[src/rtl/iomem_arbiter_if.sv]
// iomem_arbiter_if: requester, memory and status signals of the IOSys memory arbiter.
interface iomem_arbiter_if;
    logic        ram_busy;
    logic        p0_valid, p1_valid, p2_valid;
    logic [22:0] p0_addr, p1_addr, p2_addr;
    logic [31:0] p0_wdata, p1_wdata, p2_wdata;
    logic [3:0]  p0_wstrb, p1_wstrb, p2_wstrb;
    logic        p0_ready, p1_ready, p2_ready;
    logic [31:0] p0_rdata, p1_rdata, p2_rdata;
    logic        m_valid;
    logic [22:0] m_addr;
    logic [31:0] m_wdata;
    logic [3:0]  m_wstrb;
    logic        m_ready;
    logic [31:0] m_rdata;
    logic [1:0]  grant;
    logic        timeout_err;
    logic        err_clear;

    modport slave (
        input  ram_busy, p0_valid, p1_valid, p2_valid, p0_addr, p1_addr, p2_addr,
               p0_wdata, p1_wdata, p2_wdata, p0_wstrb, p1_wstrb, p2_wstrb,
               m_ready, m_rdata, err_clear,
        output p0_ready, p1_ready, p2_ready, p0_rdata, p1_rdata, p2_rdata,
               m_valid, m_addr, m_wdata, m_wstrb, grant, timeout_err
    );
    modport master (
        output ram_busy, p0_valid, p1_valid, p2_valid, p0_addr, p1_addr, p2_addr,
               p0_wdata, p1_wdata, p2_wdata, p0_wstrb, p1_wstrb, p2_wstrb,
               m_ready, m_rdata, err_clear,
        input  p0_ready, p1_ready, p2_ready, p0_rdata, p1_rdata, p2_rdata,
               m_valid, m_addr, m_wdata, m_wstrb, grant, timeout_err
    );
endinterface

[src/rtl/iomem_arbiter.sv]
// iomem_arbiter: three-port memory arbiter (p0 fixed priority, p1/p2 round-robin)
// with a registered memory port and a sticky access watchdog.
module iomem_arbiter #(
    parameter int TIMEOUT = 4096
) (
    input logic               clk,
    input logic               resetn,
    iomem_arbiter_if.slave    bus
);
    localparam int CW = $clog2(TIMEOUT) + 1;
    localparam logic [CW-1:0] LIMIT = CW'(TIMEOUT - 1);

    typedef enum logic {IDLE, BUSY} state_t;

    state_t        state_q, state_d;
    logic [1:0]    grant_q, grant_d, win;
    logic          last_q, last_d, m_valid_q, m_valid_d, err_q, err_d;
    logic [22:0]   addr_q, addr_d;
    logic [31:0]   wdata_q, wdata_d;
    logic [3:0]    wstrb_q, wstrb_d;
    logic [CW-1:0] cnt_q, cnt_d;

    // last_q=1 means p2 was served last, so p1 wins the next p1/p2 contention
    assign win = bus.p0_valid ? 2'd0 :
                 (bus.p1_valid && bus.p2_valid) ? (last_q ? 2'd1 : 2'd2) :
                 bus.p1_valid ? 2'd1 : bus.p2_valid ? 2'd2 : 2'd3;

    always_comb begin
        state_d   = state_q;
        grant_d   = grant_q;
        last_d    = last_q;
        m_valid_d = m_valid_q;
        addr_d    = addr_q;
        wdata_d   = wdata_q;
        wstrb_d   = wstrb_q;
        cnt_d     = cnt_q;
        err_d     = err_q && !bus.err_clear;
        case (state_q)
            IDLE: if (!bus.ram_busy && win != 2'd3) begin
                state_d   = BUSY;
                grant_d   = win;
                m_valid_d = 1'b1;
                cnt_d     = '0;
                last_d    = (win == 2'd0) ? last_q : (win == 2'd2);
                addr_d    = (win == 2'd0) ? bus.p0_addr  : (win == 2'd1) ? bus.p1_addr  : bus.p2_addr;
                wdata_d   = (win == 2'd0) ? bus.p0_wdata : (win == 2'd1) ? bus.p1_wdata : bus.p2_wdata;
                wstrb_d   = (win == 2'd0) ? bus.p0_wstrb : (win == 2'd1) ? bus.p1_wstrb : bus.p2_wstrb;
            end
            BUSY: begin
                cnt_d = (cnt_q == LIMIT) ? cnt_q : cnt_q + 1'b1;
                if (bus.m_ready) begin
                    state_d   = IDLE;
                    m_valid_d = 1'b0;
                    grant_d   = 2'd3;
                end else if (cnt_d == LIMIT) begin
                    err_d = 1'b1;
                end
            end
            default: state_d = IDLE;
        endcase
    end

    always_ff @(posedge clk or negedge resetn) begin
        if (!resetn) begin
            state_q   <= IDLE;
            grant_q   <= 2'd3;
            last_q    <= 1'b1;
            m_valid_q <= 1'b0;
            addr_q    <= '0;
            wdata_q   <= '0;
            wstrb_q   <= '0;
            cnt_q     <= '0;
            err_q     <= 1'b0;
        end else begin
            state_q   <= state_d;
            grant_q   <= grant_d;
            last_q    <= last_d;
            m_valid_q <= m_valid_d;
            addr_q    <= addr_d;
            wdata_q   <= wdata_d;
            wstrb_q   <= wstrb_d;
            cnt_q     <= cnt_d;
            err_q     <= err_d;
        end
    end

    assign bus.m_valid     = m_valid_q;
    assign bus.m_addr      = addr_q;
    assign bus.m_wdata     = wdata_q;
    assign bus.m_wstrb     = wstrb_q;
    assign bus.grant       = grant_q;
    assign bus.timeout_err = err_q;
    assign bus.p0_ready    = bus.m_ready && grant_q == 2'd0;
    assign bus.p1_ready    = bus.m_ready && grant_q == 2'd1;
    assign bus.p2_ready    = bus.m_ready && grant_q == 2'd2;
    assign bus.p0_rdata    = (grant_q == 2'd0) ? bus.m_rdata : 32'd0;
    assign bus.p1_rdata    = (grant_q == 2'd1) ? bus.m_rdata : 32'd0;
    assign bus.p2_rdata    = (grant_q == 2'd2) ? bus.m_rdata : 32'd0;
endmodule

[src/flat_wrapper.sv]
// flat-port wrapper written by rule: the top's interface ports become plain ports
module iomem_arbiter_flat 
#(
    parameter int TIMEOUT = 4096
)
  (clk, resetn, bus_ram_busy, bus_p0_valid, bus_p1_valid, bus_p2_valid, bus_p0_addr, bus_p1_addr, bus_p2_addr, bus_p0_wdata, bus_p1_wdata, bus_p2_wdata, bus_p0_wstrb, bus_p1_wstrb, bus_p2_wstrb, bus_m_ready, bus_m_rdata, bus_err_clear, bus_p0_ready, bus_p1_ready, bus_p2_ready, bus_p0_rdata, bus_p1_rdata, bus_p2_rdata, bus_m_valid, bus_m_addr, bus_m_wdata, bus_m_wstrb, bus_grant, bus_timeout_err);
  iomem_arbiter_if bus_i ();
  input logic clk;
  input logic resetn;
  input wire logic [$bits(bus_i.ram_busy)-1:0] bus_ram_busy;
  input wire logic [$bits(bus_i.p0_valid)-1:0] bus_p0_valid;
  input wire logic [$bits(bus_i.p1_valid)-1:0] bus_p1_valid;
  input wire logic [$bits(bus_i.p2_valid)-1:0] bus_p2_valid;
  input wire logic [$bits(bus_i.p0_addr)-1:0] bus_p0_addr;
  input wire logic [$bits(bus_i.p1_addr)-1:0] bus_p1_addr;
  input wire logic [$bits(bus_i.p2_addr)-1:0] bus_p2_addr;
  input wire logic [$bits(bus_i.p0_wdata)-1:0] bus_p0_wdata;
  input wire logic [$bits(bus_i.p1_wdata)-1:0] bus_p1_wdata;
  input wire logic [$bits(bus_i.p2_wdata)-1:0] bus_p2_wdata;
  input wire logic [$bits(bus_i.p0_wstrb)-1:0] bus_p0_wstrb;
  input wire logic [$bits(bus_i.p1_wstrb)-1:0] bus_p1_wstrb;
  input wire logic [$bits(bus_i.p2_wstrb)-1:0] bus_p2_wstrb;
  input wire logic [$bits(bus_i.m_ready)-1:0] bus_m_ready;
  input wire logic [$bits(bus_i.m_rdata)-1:0] bus_m_rdata;
  input wire logic [$bits(bus_i.err_clear)-1:0] bus_err_clear;
  output wire logic [$bits(bus_i.p0_ready)-1:0] bus_p0_ready;
  output wire logic [$bits(bus_i.p1_ready)-1:0] bus_p1_ready;
  output wire logic [$bits(bus_i.p2_ready)-1:0] bus_p2_ready;
  output wire logic [$bits(bus_i.p0_rdata)-1:0] bus_p0_rdata;
  output wire logic [$bits(bus_i.p1_rdata)-1:0] bus_p1_rdata;
  output wire logic [$bits(bus_i.p2_rdata)-1:0] bus_p2_rdata;
  output wire logic [$bits(bus_i.m_valid)-1:0] bus_m_valid;
  output wire logic [$bits(bus_i.m_addr)-1:0] bus_m_addr;
  output wire logic [$bits(bus_i.m_wdata)-1:0] bus_m_wdata;
  output wire logic [$bits(bus_i.m_wstrb)-1:0] bus_m_wstrb;
  output wire logic [$bits(bus_i.grant)-1:0] bus_grant;
  output wire logic [$bits(bus_i.timeout_err)-1:0] bus_timeout_err;
  assign bus_i.ram_busy = bus_ram_busy;
  assign bus_i.p0_valid = bus_p0_valid;
  assign bus_i.p1_valid = bus_p1_valid;
  assign bus_i.p2_valid = bus_p2_valid;
  assign bus_i.p0_addr = bus_p0_addr;
  assign bus_i.p1_addr = bus_p1_addr;
  assign bus_i.p2_addr = bus_p2_addr;
  assign bus_i.p0_wdata = bus_p0_wdata;
  assign bus_i.p1_wdata = bus_p1_wdata;
  assign bus_i.p2_wdata = bus_p2_wdata;
  assign bus_i.p0_wstrb = bus_p0_wstrb;
  assign bus_i.p1_wstrb = bus_p1_wstrb;
  assign bus_i.p2_wstrb = bus_p2_wstrb;
  assign bus_i.m_ready = bus_m_ready;
  assign bus_i.m_rdata = bus_m_rdata;
  assign bus_i.err_clear = bus_err_clear;
  assign bus_p0_ready = bus_i.p0_ready;
  assign bus_p1_ready = bus_i.p1_ready;
  assign bus_p2_ready = bus_i.p2_ready;
  assign bus_p0_rdata = bus_i.p0_rdata;
  assign bus_p1_rdata = bus_i.p1_rdata;
  assign bus_p2_rdata = bus_i.p2_rdata;
  assign bus_m_valid = bus_i.m_valid;
  assign bus_m_addr = bus_i.m_addr;
  assign bus_m_wdata = bus_i.m_wdata;
  assign bus_m_wstrb = bus_i.m_wstrb;
  assign bus_grant = bus_i.grant;
  assign bus_timeout_err = bus_i.timeout_err;
  iomem_arbiter #(.TIMEOUT(TIMEOUT)) u_core (.clk(clk), .resetn(resetn), .bus(bus_i));
endmodule
[config.mk]
export PLATFORM = sky130hd
export DESIGN_NAME = iomem_arbiter_flat
export DESIGN_NICKNAME = d
export VERILOG_FILES = /design/src/rtl/iomem_arbiter_if.sv /design/src/rtl/iomem_arbiter.sv /design/src/flat_wrapper.sv
export SDC_FILE = /design/constraint.sdc
export NUM_CORES = 1
export LEC_CHECK = 0
export BUFFER_PORTS_ARGS = -buffer_cell sky130_fd_sc_hd__buf_2
export CORE_AREA = 2 2 148 150
export CTS_CLUSTER_SIZE = 10
export DETAILED_ROUTE_END_ITERATION = 16
export DIE_AREA = 0 0 150 152
export PLACE_DENSITY = 0.57
export SLEW_MARGIN = 15
export SYNTH_ARGS = -nofsm -noshare
export SYNTH_HDL_FRONTEND = slang
export SYNTH_SLANG_ARGS = --single-unit
[constraint.sdc]
create_clock -name clk -period 2.8 [get_ports clk]
set_input_delay 0.56 -clock clk [delete_from_list [all_inputs] [get_ports clk]]
set_output_delay 0.56 -clock clk [all_outputs]
set_load 0.01 [all_outputs]
==> flow_metrics.env <==
export IMPL_dr_pass1_iters=7
export IMPL_dieArea_um2=22800
export IMPL_endpoint_kind="output pin"
export IMPL_syn_area_um2=4573
export IMPL_fin_worst_skew_ns=0.009553
export IMPL_synth_edff_count=0
export IMPL_drv_slew=0
export IMPL_required_ns=2.24
export IMPL_core_um2=21350
export IMPL_via_per_inst=4.665
export IMPL_grt_usage_pct=16.64
export IMPL_antenna_left=0
export IMPL_crit_start="u_core.bus.grant[1]$_DFFE_PN1P_"
export IMPL_path_class="flip-flop to output pin"
export IMPL_num_rows=54
export IMPL_post_route_drc_count=0
export IMPL_hp_class="input pin to async pin"
export IMPL_gp_congestion=0.7999
export IMPL_synth_top_area_cell="dfrtp_1"
export IMPL_ios=379
export IMPL_ys_ff_latch=78
export IMPL_critPathLaunchType="flip-flop"
export IMPL_path_clk_slew_ns=0.06
export IMPL_synth_area_leaders="dfrtp_1 41%, and2_1 14%, a222oi_1 13%"
export IMPL_setup_viol=0
export IMPL_max_freq_mhz=437.1
export IMPL_slew_headroom_pct=52.03
export IMPL_synth_top_flop_cell="dfrtp_1"
export IMPL_grt_pass1_wl_mm=29.24
export IMPL_postSynthAreaPerCell_um2=8.828
export IMPL_antenna_found_initial=1
export IMPL_hold_viol_final=0
export IMPL_status="finished clean"
export IMPL_insertion_delay_ns=0.34
export IMPL_critical_path_arrival_ns=1.73
export IMPL_grt_pass1_vias=5196
export IMPL_die_h_um=152
export IMPL_power_total_mw=4.572
export IMPL_hold_buffers=0
export IMPL_p_comb_share_pct=36.5
export IMPL_initial_core_util_pct=21.42
export IMPL_cts_root_buf="clkbuf_16"
export IMPL_switching_power_mw=1.589
export IMPL_drive_gt1_share_pct=47.60
export IMPL_leakage_nw=3.729
export IMPL_netlist_area_leader_share_pct=41.04
export IMPL_cts_buffers_inserted=9
export IMPL_dp_hpwl_mm=14.95
export IMPL_maxCapViolCount=0
export IMPL_p_int_mw=2.984
export IMPL_synth_warnings=0
export IMPL_wl_mm=19.43
export IMPL_synth_net_count=736
export IMPL_nNetsFinal=1089
export IMPL_critPathMaxFanout=32
export IMPL_timing_rr_start="u_core.cnt_q[0]$_DFFE_PN0P_"
export IMPL_post_route_period_util_pct=81.71
export IMPL_area_growth_pct=55.98
export IMPL_gr_total_overflow=0
export IMPL_tritoncts="built"
export IMPL_p_per_area_nw_per_um2=641.0
export IMPL_drt_iter0_drc=445
export IMPL_cts_sinks=78
export IMPL_vias=5397
export IMPL_totalNegativeSetupSlack_ns=0
export IMPL_ys_seq_area_share_pct=42.76
export IMPL_fill_cells=2315
export IMPL_grt_start_max_net_pins=123
export IMPL_tightest_slew_ns=0.7196
export IMPL_rsz0062_at_grt="false"
export IMPL_min_period_ns=2.288
export IMPL_routedWlPerCell_um=16.79
export IMPL_ir_worst_vdd_mv=0.3497
export IMPL_synth_cells=518
export IMPL_yosys_cell_types_count=44
export IMPL_htree_levels=3
export IMPL_ys_async_sr_fraction_pct=100.0
export IMPL_numPortBuffers=378
export IMPL_pwr_share_seq_pct=33.7
export IMPL_p_sw_share_pct=34.75
export IMPL_post_cts_buffers=0
export IMPL_p_clk_share_pct=29.8
export IMPL_clockBufferDepth=2
export IMPL_cts_resized=0
export IMPL_die_w_um=150
==> cells in the final DEF (no fill, tap or decap), types with 6 or more instances in the layout <==
cell | synthesis | layout
nor3_1 | 7 | 7
o21ai_0 | 69 | 69
buf_2 | 3 | 377
and2_1 | 100 | 100
buf_4 | 2 | 9
inv_1 | 6 | 6
clkbuf_16 | 0 | 9
a21oi_1 | 8 | 8
a222oi_1 | 59 | 59
dfrtp_1 | 75 | 75
nor2_1 | 12 | 11
nand2_1 | 77 | 76
==> layout make-up <==
| class | count | area (um^2) | area share [%] |
|---|---|---|---|
| Tap cell | 280 | 350.3 | 4.911 |
| Sequential cell | 78 | 1956 | 27.42 |
| Multi-Input combinational cell | 386 | 2429 | 34.05 |
| Timing Repair Buffer | 390 | 2034 | 28.52 |
| Clock buffer | 11 | 232.7 | 3.263 |
| Antenna cell | 1 | 2.502 | 0.03508 |
| Clock inverter | 5 | 106.4 | 1.491 |
| Inverter | 6 | 22.52 | 0.3157 |
==> registers in the layout, indices dropped and copies added, names as in the netlist <==
| register | cells |
|---|---|
| u_core.bus.grant | 2 |
| u_core.bus.m_addr | 23 |
| u_core.bus.m_valid | 1 |
| u_core.bus.m_wdata | 32 |
| u_core.bus.m_wstrb | 4 |
| u_core.bus.timeout_err | 1 |
| u_core.cnt_q | 13 |
| u_core.last_q | 1 |
| u_core.state_q | 1 |
==> Yosys cell counts, drive strengths merged, types with 2 or more instances <==
cell / n
nand3: 5
nand2: 77
dfstp: 3
buf: 6
nor3: 7
a211oi: 2
and2: 100
o31ai: 4
o21ai: 69
a31oi: 4
nor2: 12
nand2b: 4
nor4: 2
or4: 2
clkbuf: 42
nor2b: 3
o22ai: 4
a222oi: 59
nand4: 4
dfrtp: 75
a21o: 4
a21oi: 8
inv: 6
==> kinds of logic after synthesis <==
group / synth area share, %
simple gates: 25.61
compound gates: 26.24
flops: 42.76
buf+inv: 4.678
xor+xnor: 0.1916
mux: 0.2462
fa+ha+maj: 0.2736
==> metal layers <==
layer / part of all wire, % / GRT usage, % / vias up
li1: - / - / 2638
met1: 37 / 18.53 / 2461
met2: 50 / 29.94 / 285
met3: 11 / 5.375 / 13
met4: 1.7 / 4.897 / 0
met5: 0 / 0 / -
==> stage by stage <==
step / std cells / cell area (um^2) / worst slack (ns) / hold WS, ns / util [%]
after floorplan: 518 / 4573 / 0.8934 / 0.2644 / -
after global placement: 1139 / 6771 / 0.3394 / 0.4578 / 31.72
after detailed placement: 1139 / 6771 / 0.2494 / 0.4647 / 31.72
after CTS: 1155 / 7111 / 0.4203 / 0.2075 / 33.30
after global routing: 1157 / 7133 / 0.3577 / 0.2128 / 33.41
final: 1157 / 7133 / 0.5122 / 0.1914 / 33.41
==> worst paths after layout <==
check	to	slack, ns	cells past startpoint
setup / recovery	bus_p2_rdata[30]	0.51	4
hold / removal	u_core.bus.m_wdata[13]$_DFFE_PN0P_	0.19	1
setup reg to reg	u_core.bus.timeout_err$_DFF_PN0_	0.60	6
hold reg to reg	u_core.bus.m_addr[5]$_DFFE_PN0P_	0.47	2
max in group asynchronous	u_core.bus.m_addr[6]$_DFFE_PN0P_	1.95	2
min in group clk	u_core.bus.m_addr[5]$_DFFE_PN0P_	0.47	2
==> critical path: stages (launching register included) <==
cell and delay [ns]:
dfstp_2 0.56, nor2b_2 0.15, buf_4 0.27, and2_1 0.24
buf_2 0.16
==> power by group through the flow <==
stage	sequential (mW)	combinational, mW	clock (mW)
6_report	1.54	1.67	1.36
5_1_grt	1.58	1.87	1.45
4_1_cts	1.54	1.71	1.41
3_5_place_dp	1.56	1.70	0
3_3_place_gp	1.55	1.69	0
2_1_floorplan	1.64	0.757	0
Power figures use the tool's default switching activity.
